==> config.mk <==
export PLATFORM = sky130hd
export DESIGN_NAME = alu_share_arbiter
export DESIGN_NICKNAME = d
export VERILOG_FILES = /design/src/rtl/alu_share_arbiter.sv
export SDC_FILE = /design/constraint.sdc
export NUM_CORES = 1
export LEC_CHECK = 0
export ABC_AREA = 1
export CAP_MARGIN = 40
export CORE_UTILIZATION = 40
export CTS_BUF_LIST = sky130_fd_sc_hd__clkbuf_2 sky130_fd_sc_hd__clkbuf_4 sky130_fd_sc_hd__clkbuf_8
export DETAILED_ROUTE_END_ITERATION = 8
export HOLD_SLACK_MARGIN = 0.08
export PLACE_DENSITY = 0.83
export REMOVE_ABC_BUFFERS = 1
export SYNTH_ARGS = -nofsm -noshare
export SYNTH_HDL_FRONTEND = slang
export SYNTH_SLANG_ARGS = --single-unit
==> constraint.sdc <==
create_clock -name clk -period 1.75 [get_ports clk]
set_input_delay 0.35 -clock clk [delete_from_list [all_inputs] [get_ports clk]]
set_output_delay 0.35 -clock clk [all_outputs]
set_load 0.01 [all_outputs]
==> src/rtl/alu_share_arbiter.sv <==
// Round-robin arbiter/sequencer sharing one combinational 32-bit ALU among NREQ requesters.
// One operation in flight: accept in IDLE, drive the ALU in EXEC, hold the response in RESP.
module alu_share_arbiter #(
    parameter int NREQ = 2
) (
    input  logic                 clk,
    input  logic                 rst_n,
    input  logic [NREQ-1:0]      req_valid_i,
    output logic [NREQ-1:0]      req_ready_o,
    input  logic [3*NREQ-1:0]    req_ctrl_i,
    input  logic [32*NREQ-1:0]   req_a_i,
    input  logic [32*NREQ-1:0]   req_b_i,
    output logic [2:0]           alu_ctrl_o,
    output logic [31:0]          alu_a_o,
    output logic [31:0]          alu_b_o,
    input  logic [31:0]          alu_result_i,
    input  logic                 alu_zero_i,
    input  logic                 alu_sign_i,
    output logic [NREQ-1:0]      rsp_valid_o,
    input  logic [NREQ-1:0]      rsp_ready_i,
    output logic [31:0]          rsp_result_o,
    output logic                 rsp_zero_o,
    output logic                 rsp_sign_o,
    output logic                 rsp_err_o,
    output logic                 busy_o
);

    localparam int IW = (NREQ > 2) ? 2 : 1;

    typedef enum logic [1:0] {
        IDLE = 2'd0,
        EXEC = 2'd1,
        RESP = 2'd2
    } state_e;

    state_e          state_q, state_d;
    logic [IW-1:0]   last_grant_q, grant_q;
    logic [2:0]      op_ctrl_q;
    logic [31:0]     op_a_q, op_b_q;
    logic [31:0]     rsp_result_q;
    logic            rsp_zero_q, rsp_sign_q, rsp_err_q;
    logic            win_found_s, accept_s, capture_s;
    logic [IW-1:0]   win_idx_s, cand_s;

    // Codes the ALU implements: ADD, SUB, AND, OR, SLT.
    function automatic logic ctrl_unsupported(input logic [2:0] c);
        logic bad;
        case (c)
            3'b010, 3'b110, 3'b000, 3'b001, 3'b111: bad = 1'b0;
            default:                                bad = 1'b1;
        endcase
        return bad;
    endfunction

    // Round-robin search starting just after the last granted requester.
    always_comb begin
        win_found_s = 1'b0;
        win_idx_s   = '0;
        cand_s      = '0;
        for (int k = 1; k <= NREQ; k++) begin
            cand_s = IW'((int'(last_grant_q) + k) % NREQ);
            if (!win_found_s && req_valid_i[cand_s]) begin
                win_found_s = 1'b1;
                win_idx_s   = cand_s;
            end else begin
                win_found_s = win_found_s;
            end
        end
    end

    // State register.
    always_ff @(posedge clk or negedge rst_n) begin
        if (!rst_n) begin
            state_q <= IDLE;
        end else begin
            state_q <= state_d;
        end
    end

    // Next state, grant and datapath enables.
    always_comb begin
        state_d     = state_q;
        req_ready_o = '0;
        accept_s    = 1'b0;
        capture_s   = 1'b0;
        case (state_q)
            IDLE: begin
                if (win_found_s) begin
                    req_ready_o[win_idx_s] = 1'b1;
                    accept_s               = 1'b1;
                    state_d                = EXEC;
                end else begin
                    state_d = IDLE;
                end
            end
            EXEC: begin
                capture_s = 1'b1;
                state_d   = RESP;
            end
            RESP: begin
                if (rsp_ready_i[grant_q]) begin
                    state_d = IDLE;
                end else begin
                    state_d = RESP;
                end
            end
            default: state_d = IDLE;
        endcase
    end

    // Operand latch on accept and response capture at the end of EXEC.
    always_ff @(posedge clk or negedge rst_n) begin
        if (!rst_n) begin
            last_grant_q <= IW'(NREQ - 1);
            grant_q      <= '0;
            op_ctrl_q    <= 3'd0;
            op_a_q       <= 32'd0;
            op_b_q       <= 32'd0;
            rsp_result_q <= 32'd0;
            rsp_zero_q   <= 1'b0;
            rsp_sign_q   <= 1'b0;
            rsp_err_q    <= 1'b0;
        end else begin
            if (accept_s) begin
                op_ctrl_q    <= req_ctrl_i[int'(win_idx_s) * 3 +: 3];
                op_a_q       <= req_a_i[int'(win_idx_s) * 32 +: 32];
                op_b_q       <= req_b_i[int'(win_idx_s) * 32 +: 32];
                grant_q      <= win_idx_s;
                last_grant_q <= win_idx_s;
            end
            if (capture_s) begin
                rsp_result_q <= alu_result_i;
                rsp_zero_q   <= alu_zero_i;
                rsp_sign_q   <= alu_sign_i;
                rsp_err_q    <= ctrl_unsupported(op_ctrl_q);
            end
        end
    end

    // Response valid decoded from registered state and grant.
    always_comb begin
        rsp_valid_o = '0;
        if (state_q == RESP) begin
            rsp_valid_o[grant_q] = 1'b1;
        end else begin
            rsp_valid_o = '0;
        end
    end

    assign alu_ctrl_o   = op_ctrl_q;
    assign alu_a_o      = op_a_q;
    assign alu_b_o      = op_b_q;
    assign rsp_result_o = rsp_result_q;
    assign rsp_zero_o   = rsp_zero_q;
    assign rsp_sign_o   = rsp_sign_q;
    assign rsp_err_o    = rsp_err_q;
    assign busy_o       = (state_q != IDLE);

endmodule

==> flow_summary.json, run 1 <==
{
  "status": "finished, final reports clean",
  "synth-async-reset-ratio_pct": 100,
  "ff2ff_path_depth": 6,
  "slew_violations": 0,
  "clk_path_buf_depth": 2,
  "synth.most_common_cell": "nand2_1",
  "row_count": 40,
  "synth_warnings": 0,
  "relSlewSlack_pct": 50.0,
  "topRoutingLayerUsed": "met4",
  "worstMarginPinSlew_ns": 0.750,
  "fin_ws_ns": 0.0600,
  "p_leak_nw": 4.17,
  "die_h_um": 115,
  "final_hold_viol_count": 0,
  "ys_ff_latch": 106,
  "track_usage_pct": 24.5,
  "setup_viol": 0,
  "core_mm2": 0.0122,
  "chipWidth_um": 115,
  "grt_pass1_vias": 5053,
  "placedCellCount": 1105,
  "cts.htree.levels": 3,
  "num_vias": 5299,
  "min_period_ns": 1.69,
  "start_kind": "flip-flop",
  "area_delta_synth_final_pct": 63.0,
  "dpl_worst_slack_ns": -0.412,
  "antennaDiodeCount": 0,
  "wl_met2_um": 7720,
  "cp_max_fo": 4,
  "cap_violations": 0,
  "place.port_buffers": 280,
  "grt_pass1_wl_um": 25100,
  "synth_area_per_cell_um2": 7.43,
  "p_per_area_mw_per_mm2": 1500,
  "arrival_ns": 1.34,
  "synth_cell_types": 18,
  "dieArea_mm2": 0.0131,
  "instances_no_fill": 1127,
  "gp_congestion": 0.785,
  "ant_nets": 0,
  "synth_top_area_share_pct": 51.8,
  "wl_met3_um": 1260,
  "viasPerCell": 4.70,
  "post_drt_wl_per_cell_um": 14.2,
  "fin_util_pct": 67.7,
  "cp_data_required_time_ns": 1.40,
  "syn_area_mm2": 0.00507,
  "clk_latency_ns": 0.36,
  "start_util_pct": 41.5,
  "path_clk_slew_ns": 0.10,
  "drive_above_1_share_pct": 5.94,
  "wirelength_um": 16000,
  "cts_buffers": 9,
  "cts_tree": "done",
  "fmax_mhz": 592,
  "drc_errors": 0,
  "synth_common_cells": "nand2_1, dfrtp_1, nand3_1",
  "rsz0062_at_grt": "false",
  "tns_ns": 0,
  "synth.area.top_cells": "dfrtp_1, nand2_1, nand3_1, nand3b_1, buf_2",
  "yosysTopAreaCell": "dfrtp_1",
  "clockRootBuffer": "clkbuf_8",
  "grt-ovfl-total": 0,
  "synth_top_flop_cell": "dfrtp_1",
  "timing.final.crit_share_pct": 96.6,
  "synth_edf_count": 0,
  "worst_setup_path_end_kind": "primary output",
  "ios": 281,
  "firstDrtPassIters": 5,
  "ir_drop_v": 0.000741,
  "antenna_found_initial": 0,
  "nets": 1128,
  "grt_max_degree": 70,
  "drt-initial-drc-count": 275,
  "holdCritPathClass": "in2async",
  "cts.sinks": 106,
  "finClkSkew_ns": 0.00932,
  "hpwlAfterDp_um": 11400,
  "crit_type": "reg2out",
  "ys_seq_area_share_pct": 52.3,
  "timing.hold.ws_ns": 0.469,
  "syn_inst": 683,
  "wl_met1_um": 6720
}
## power breakdown
part | internal (mW) | leakage (nW) | switching (mW)
registers | 3.66 | 1.30 | 0.672
clock network | 0.582 | 0.0933 | 0.845
logic | 3.28 | 2.77 | 3.35
total | 7.52 | 4.17 | 4.86
## per-stage QoR
stage | total power, mW | cell area, um2
after floorplan | 7.12 | 4860
after global placement | 10.8 | 8030
after detailed placement | 11.0 | 8030
after CTS | 12.4 | 8220
after global routing | 13.3 | 8270
final | 12.4 | 8270
## repair_timing
| item | 4_1_cts | 5_1_grt |
|---|---|---|
| endpoints found under the hold margin | 25 | 0 |
| pin swaps | 0 | 2 |
| endpoints found under the setup margin | 5 | 27 |
| hold buffers | 1 | 0 |
| setup buffers | 0 | 5 |
| resized for setup | 12 | 12 |
## cells by family (layout without fill, tap and decap cells)
group,Yosys count,in the layout,share of synthesized area [%]
compound gates,3,3,0.296
simple gates,499,499,40.7
flops,106,106,52.3
buf+inv,75,351,6.66
## layout by cell type (no fill, tap or decap), types with 3 or more instances in the layout
cell               n
buf_12             3
buf_4             18
clkbuf_8          10
clkdlybuf4s50_1  272
dfrtp_1          105
inv_1             28
inv_2              5
nand2_1          395
nand3_1           68
nand3b_1          25
nor2_1             3
nor2_2             3
## critical path, cell delays in order, from the launching register on
cell,delay [ns]
dfstp_2,0.56
nand2_4,0.06
nand2_4,0.09
nor2_2,0.04
clkdlybuf4s15_2,0.23
## final cells by class
cell class | count | area (um2)
Fill cell | 1036 | 3940
Inverter | 33 | 124
Clock buffer | 11 | 145
Timing Repair Buffer | 302 | 2990
Sequential cell | 106 | 2650
Tap cell | 168 | 210
Multi-Input combinational cell | 502 | 2110
Clock inverter | 5 | 38.8
## flip-flops by register name (all words and copies together) (netlist names)
| register | count |
|---|---|
| rsp_err_o | 1 |
| grant_q | 1 |
| rsp_result_o | 32 |
| alu_b_o | 32 |
| rsp_sign_o | 1 |
| last_grant_q | 1 |
| rsp_zero_o | 1 |
| alu_a_o | 32 |
| state_q | 2 |
| alu_ctrl_o | 3 |
## metal layers
metal,up-vias,global-route usage (%)
met3,23,6.56
met2,198,42.1
li1,2629,-
met5,-,0
met1,2449,30.3
met4,0,6.67
## final timing paths
path                                   from          endpoint  slack (ns)
setup / recovery               last_grant_q    req_ready_o[1]        0.06
hold / removal                        rst_n  rsp_result_o[23]        0.47
setup reg to reg                 state_q[1]       alu_b_o[30]        0.15
hold reg to reg            rsp_result_o[14]  rsp_result_o[14]        0.48
max in group asynchronous             rst_n      last_grant_q        0.72
min in group clk           rsp_result_o[14]  rsp_result_o[14]        0.48
No activity file was read; power rests on OpenSTA's default activity.
==> inputs of run 2 (changes only) <==
--- a/config.mk
+++ b/config.mk
@@ -7,11 +7,12 @@
 export LEC_CHECK = 0
 export ABC_AREA = 1
 export CAP_MARGIN = 40
-export CORE_UTILIZATION = 40
+export CORE_UTILIZATION = 36
 export CTS_BUF_LIST = sky130_fd_sc_hd__clkbuf_2 sky130_fd_sc_hd__clkbuf_4 sky130_fd_sc_hd__clkbuf_8
 export DETAILED_ROUTE_END_ITERATION = 8
 export HOLD_SLACK_MARGIN = 0.08
-export PLACE_DENSITY = 0.83
+export PLACE_DENSITY = 0.79
+export RECOVER_POWER = 50
 export REMOVE_ABC_BUFFERS = 1
 export SYNTH_ARGS = -nofsm -noshare
 export SYNTH_HDL_FRONTEND = slang
==> constraint.sdc (replaced) <==
create_clock -name clk -period 1.53 [get_ports clk]
set_input_delay 0.306 -clock clk [delete_from_list [all_inputs] [get_ports clk]]
set_output_delay 0.306 -clock clk [all_outputs]
set_load 0.01 [all_outputs]
==> run 2 against run 1 <==
Against the previous run:
- the flow now finishes with violations (negative setup slack)
- sequential power increased by 13%
- global-route usage decreased by 2.2 points
- critical path depth increased by 1
- register-to-register slack got worse by 0.09 ns
- first-iteration DRC count increased by 0.73%
- die area increased by 11%
- via count increased by 1.8%
==> flow_summary.json, run 2 (synthesis results as in run 1) <==
{
  "cap_violations": 0,
  "wl_met1_um": 7090,
  "num_vias": 5395,
  "relSlewSlack_pct": 53.2,
  "cp_slowest_stage_delay_ns": 0.56,
  "timing.final.crit_share_pct": 110,
  "track_usage_pct": 22.3,
  "firstDrtPassIters": 4,
  "cts.sinks": 106,
  "cp_max_fo": 2,
  "status": "complete, but fails checks",
  "slew_violations": 0,
  "instances_no_fill": 1150,
  "wl_met2_um": 7890,
  "drc_errors": 0,
  "setup_viol": 4,
  "nFillCells": 1268,
  "p_leak_nw": 4.50,
  "chipWidth_um": 121,
  "cp_slowest_cell": "dfstp_2",
  "post_drt_wl_per_cell_um": 14.4,
  "fin_ws_ns": -0.152,
  "viasPerCell": 4.69,
  "cts_tree": "done",
  "row_count": 43,
  "grt_pass1_wl_um": 25300,
  "core_mm2": 0.0138,
  "clk_latency_ns": 0.38,
  "start_kind": "flip-flop",
  "cp_data_required_time_ns": 1.22,
  "die_h_um": 121,
  "path_buf_inv": 2,
  "cpMostUsedCell": "nand2_2",
  "multi_input_area_mm2": 0.00213,
  "grt_max_degree": 70,
  "cts.htree.levels": 3,
  "seq_area_mm2": 0.00265,
  "dpl_worst_slack_ns": -0.508,
  "grt-ovfl-total": 0,
  "crit_type": "reg2out",
  "wirelength_um": 16600,
  "holdCritPathClass": "in2reg",
  "topRoutingLayerUsed": "met4",
  "clk_path_buf_depth": 2,
  "ant_nets": 0,
  "area_delta_synth_final_pct": 65.8,
  "worstMarginPinSlew_ns": 0.702,
  "grt_pass1_vias": 5063,
  "arrival_ns": 1.38,
  "dieArea_mm2": 0.0146,
  "p_per_area_mw_per_mm2": 1690,
  "final_common_cell": "nand2_1",
  "nets": 1139,
  "ios": 281,
  "antenna_found_initial": 0,
  "gp_congestion": 0.746,
  "cts_buffers": 9,
  "rsz0062_at_grt": "true",
  "start_util_pct": 36.7,
  "hpwlAfterDp_um": 11200,
  "antennaDiodeCount": 0,
  "fmax_mhz": 595,
  "min_period_ns": 1.68,
  "final_hold_viol_count": 0,
  "critical-path-top-delay-family": "flip-flops",
  "clockRootBuffer": "clkbuf_8",
  "placedCellCount": 1122,
  "place.port_buffers": 280,
  "cp_cell_sequence": "nand2_2 > nand2_2 > inv_2 > nor2_4 > buf_6",
  "drt-initial-drc-count": 277,
  "path_clk_slew_ns": 0.10,
  "timing.hold.ws_ns": 0.455,
  "mostFrequentLayoutCells": "nand2_1, clkdlybuf4s50_1, dfrtp_1",
  "drive_above_1_share_pct": 7.32,
  "finClkSkew_ns": 0.0132,
  "wl_met3_um": 1300,
  "worst_setup_path_end_kind": "primary output",
  "ir_drop_v": 0.000931,
  "violations": "negative setup slack"
}
run 2: cell count changes in the layout (fill, tap and decap cells not counted), sizes merged, moves of 3 or more:
cell           previous run  this run
clkdlybuf4s50           272       171
dlygate4sd2               1       102
clkbuf                   13        20
buf                      24        30
bufinv                    0         3
clkinv                    3         0
run 2: what timing repair did:
item,CTS,global route
buffers inserted,4,6
endpoints found under the setup margin,175,107
hold buffers,1,0
pin swaps,3,3
gates cloned,0,2
hold endpoints to repair,22,0
resized for setup,136,28
run 2: worst paths after layout:
path	slack, ns	cells past startpoint	to	from
max	-0.15	5	req_ready_o[0]	last_grant_q
min	0.46	3	rsp_result_o[12]	alu_result_i[12]
max reg2reg	0.06	9	alu_a_o[23]	last_grant_q
min reg2reg	0.48	2	rsp_result_o[19]	rsp_result_o[19]
max in group asynchronous	0.15	3	last_grant_q	rst_n
min in group asynchronous	0.51	2	rsp_result_o[31]	rst_n
run 2: report_power, final:
group | internal, mW | switching (mW) | total (mW)
registers | 4.19 | 0.729 | 4.91
clock network | 1.16 | 0.988 | 2.15
logic | 3.14 | 4.00 | 7.14
run 2: final cells by class:
type                       instances  area share [%]
clock buffer                      11            1.72
clock inverter                     5            1.28
inverter                          33            1.50
multi-input combinational        502            25.4
sequential                       106            31.5
tap                              180            2.68
timing repair buffer             313            35.9
run 2: stage by stage:
stage	area [um2]	util (%)	TNS (ns)	power, mW
after floorplan	4860	-	-96.60	8.14
after CTS	8260	59.8	-3.41	14.0
after global placement	8080	58.4	-27.99	12.5
after detailed placement	8080	58.4	-29.15	12.6
final	8410	60.9	-0.487	14.2
after global routing	8410	60.9	-0.937	15.3
run 2: worst min-delay path: stages:
cell	delay [ns]
clkdlybuf4s50_1	0.39
nand2_1	0.06
nand2_1	0.04
run 2: layer usage:
layer,global-route usage [%],vias to the layer above
met5,0,-
met4,8.10,0
met3,6.04,23
met2,38.3,240
met1,26.7,2478
li1,-,2654
==> inputs of run 3 (changes only) <==
--- a/config.mk
+++ b/config.mk
@@ -14,6 +14,7 @@
 export PLACE_DENSITY = 0.79
 export RECOVER_POWER = 50
 export REMOVE_ABC_BUFFERS = 1
+export SKIP_LAST_GASP = 1
 export SYNTH_ARGS = -nofsm -noshare
 export SYNTH_HDL_FRONTEND = slang
 export SYNTH_SLANG_ARGS = --single-unit
==> run 3 against run 2 <==
Against the previous run:
- the flow still finishes with violations (negative setup slack)
- sequential cell count is the same
- global-route usage is the same
- count of clock-buffer cells in the layout is the same
- non-clock buffer count is the same
- routed wire length shrank 0.32%
- sequential share of layout area is essentially flat
- maximum frequency shrank 0.32%
- clock skew grew 0.00075 ns
- critical path depth is the same
- final area is essentially flat
- sequential power is essentially flat
- cell count is the same
- largest power group unchanged
- highest routed layer unchanged
==> flow_summary.json, run 3 (synthesis results as in run 1) <==
{
  "gp_congestion": 0.746,
  "die_h_um": 121,
  "p_leak_nw": 4.50,
  "whs_path_depth": 3,
  "cp_slowest_stage_delay_ns": 0.56,
  "critical-path-top-delay-family": "flip-flops",
  "antenna_found_initial": 0,
  "cp_slowest_cell": "dfstp_2",
  "hp-start": "alu_result_i[12]",
  "slew_violations": 0,
  "cp_data_required_time_ns": 1.22,
  "timing.final.crit_share_pct": 110,
  "antennaDiodeCount": 0,
  "start_util_pct": 36.7,
  "cts_tree": "done",
  "min_period_ns": 1.69,
  "final_hold_viol_count": 0,
  "dieArea_mm2": 0.0146,
  "path_clk_slew_ns": 0.10,
  "fin_util_pct": 60.8,
  "cpMostUsedCell": "nand2_2",
  "cts.htree.levels": 3,
  "crit_type": "reg2out",
  "nets": 1139,
  "r2r_slack_ns": 0.06,
  "firstDrtPassIters": 5,
  "chipWidth_um": 121,
  "holdPathEnd": "rsp_result_o[12]",
  "seq_power_share_pct": 34.6,
  "ios": 281,
  "track_usage_pct": 22.3,
  "p_per_area_mw_per_mm2": 1690,
  "path_buf_inv": 2,
  "cp_cell_sequence": "nand2_2 > nand2_2 > inv_2 > nor2_4 > buf_6",
  "fin_ws_ns": -0.157,
  "core_mm2": 0.0138,
  "placedCellCount": 1122,
  "cp_max_fo": 2,
  "intPower_mw": 8.48,
  "grt_pass1_wl_um": 25300,
  "p_switching_mw": 5.71,
  "wirelength_um": 16500,
  "power_frac_comb_pct": 50.2,
  "r2r_start": "last_grant_q",
  "finClkSkew_ns": 0.0140,
  "final_common_cell": "nand2_1",
  "hpwlAfterDp_um": 11200,
  "drc_errors": 0,
  "fmax_mhz": 593,
  "grt_max_degree": 70,
  "holdCritPathClass": "in2reg",
  "drive_above_1_share_pct": 7.32,
  "setup_viol": 4,
  "row_count": 43,
  "viasPerCell": 4.72,
  "post_drt_wl_per_cell_um": 14.4,
  "p_clk_share_pct": 15.2,
  "instances_no_fill": 1150,
  "ff2ff_path_depth": 9,
  "timing.hold.ws_ns": 0.454,
  "rsz0062_at_grt": "true",
  "relSlewSlack_pct": 53.1,
  "violations": "negative setup slack",
  "clockRootBuffer": "clkbuf_8",
  "clk_latency_ns": 0.38,
  "cts_buffers": 9,
  "place.port_buffers": 280,
  "num_vias": 5430,
  "area_delta_synth_final_pct": 65.8,
  "worst_setup_path_end_kind": "primary output",
  "status": "complete, but fails checks",
  "cts.sinks": 106,
  "ant_nets": 0,
  "p_sw_share_pct": 40.3,
  "start_kind": "flip-flop",
  "arrival_ns": 1.38,
  "ir_drop_v": 0.000929,
  "cap_violations": 0,
  "drt-initial-drc-count": 267,
  "reg2reg_to": "alu_a_o[23]",
  "grt_pass1_vias": 5063,
  "critPathLaunch": "last_grant_q",
  "grt-ovfl-total": 0,
  "clk_path_buf_depth": 2,
  "mostFrequentLayoutCells": "nand2_1, clkdlybuf4s50_1, dfrtp_1",
  "worstMarginPinSlew_ns": 0.703
}
## run 3: cell counts in the layout (fill, tap and decap cells not counted)
No cell type changed its count.
## run 3: worst max path at each step
stage	end	cells past startpoint
after floorplan	req_ready_o[1]	3
after global placement	req_ready_o[0]	6
after detailed placement	req_ready_o[0]	6
after CTS	req_ready_o[1]	5
after global routing	req_ready_o[0]	5
final	req_ready_o[0]	5
## run 3: per-layer routing
metal | track usage (%) | vias up | wire [um] | share of wire [%]
met2 | 38.3 | 249 | 7830 | 47
met1 | 26.7 | 2503 | 7060 | 43
met4 | 8.10 | 0 | 323 | 2.0
li1 | - | 2654 | - | -
met3 | 6.04 | 24 | 1330 | 8.0
met5 | 0 | - | 0 | 0
## run 3: metrics by stage
stage | total power, mW | area, um2 | setup slack, ns | setup TNS, ns
finish | 14.2 | 8410 | -0.157 | -0.503
CTS | 14.0 | 8260 | -0.146 | -3.41
floorplan | 8.14 | 4860 | -1.51 | -96.60
global route | 15.2 | 8410 | -0.222 | -0.962
detailed placement | 12.6 | 8080 | -0.508 | -29.15
global placement | 12.5 | 8080 | -0.531 | -27.99
## run 3: power groups by stage
stage	Combinational, mW	Sequential, mW	Clock [mW]
CTS	6.85	4.91	2.20
floorplan	2.59	5.55	0
finish	7.12	4.91	2.16
global route	7.85	5.08	2.32
detailed placement	7.63	4.98	0
global placement	7.49	4.96	0
## run 3: cell type report
class	instances	area, um2
tap	180	225
inverter	33	126
clock inverter	5	108
clock buffer	11	145
multi-input combinational	502	2130
sequential	106	2650
timing repair buffer	313	3020
fill	1270	5420
## run 3: worst reg2reg max path: stages (launching register included)
cell and delay [ns]:
dfstp_2 0.56, nand2_2 0.07, nand2_2 0.08, buf_6 0.12, buf_6 0.14, clkbuf_16 0.20
nand2_1 0.07, nand2_1 0.05, nand2_1 0.05, nand2_1 0.07
## run 3: timing repair
item,4_1_cts,5_1_grt
hold endpoints to repair,22,0
hold buffers,1,0
cloned,0,2
endpoints found under the setup margin,175,107
pin swaps,3,3
gates resized for setup,136,27
buffers inserted,4,6
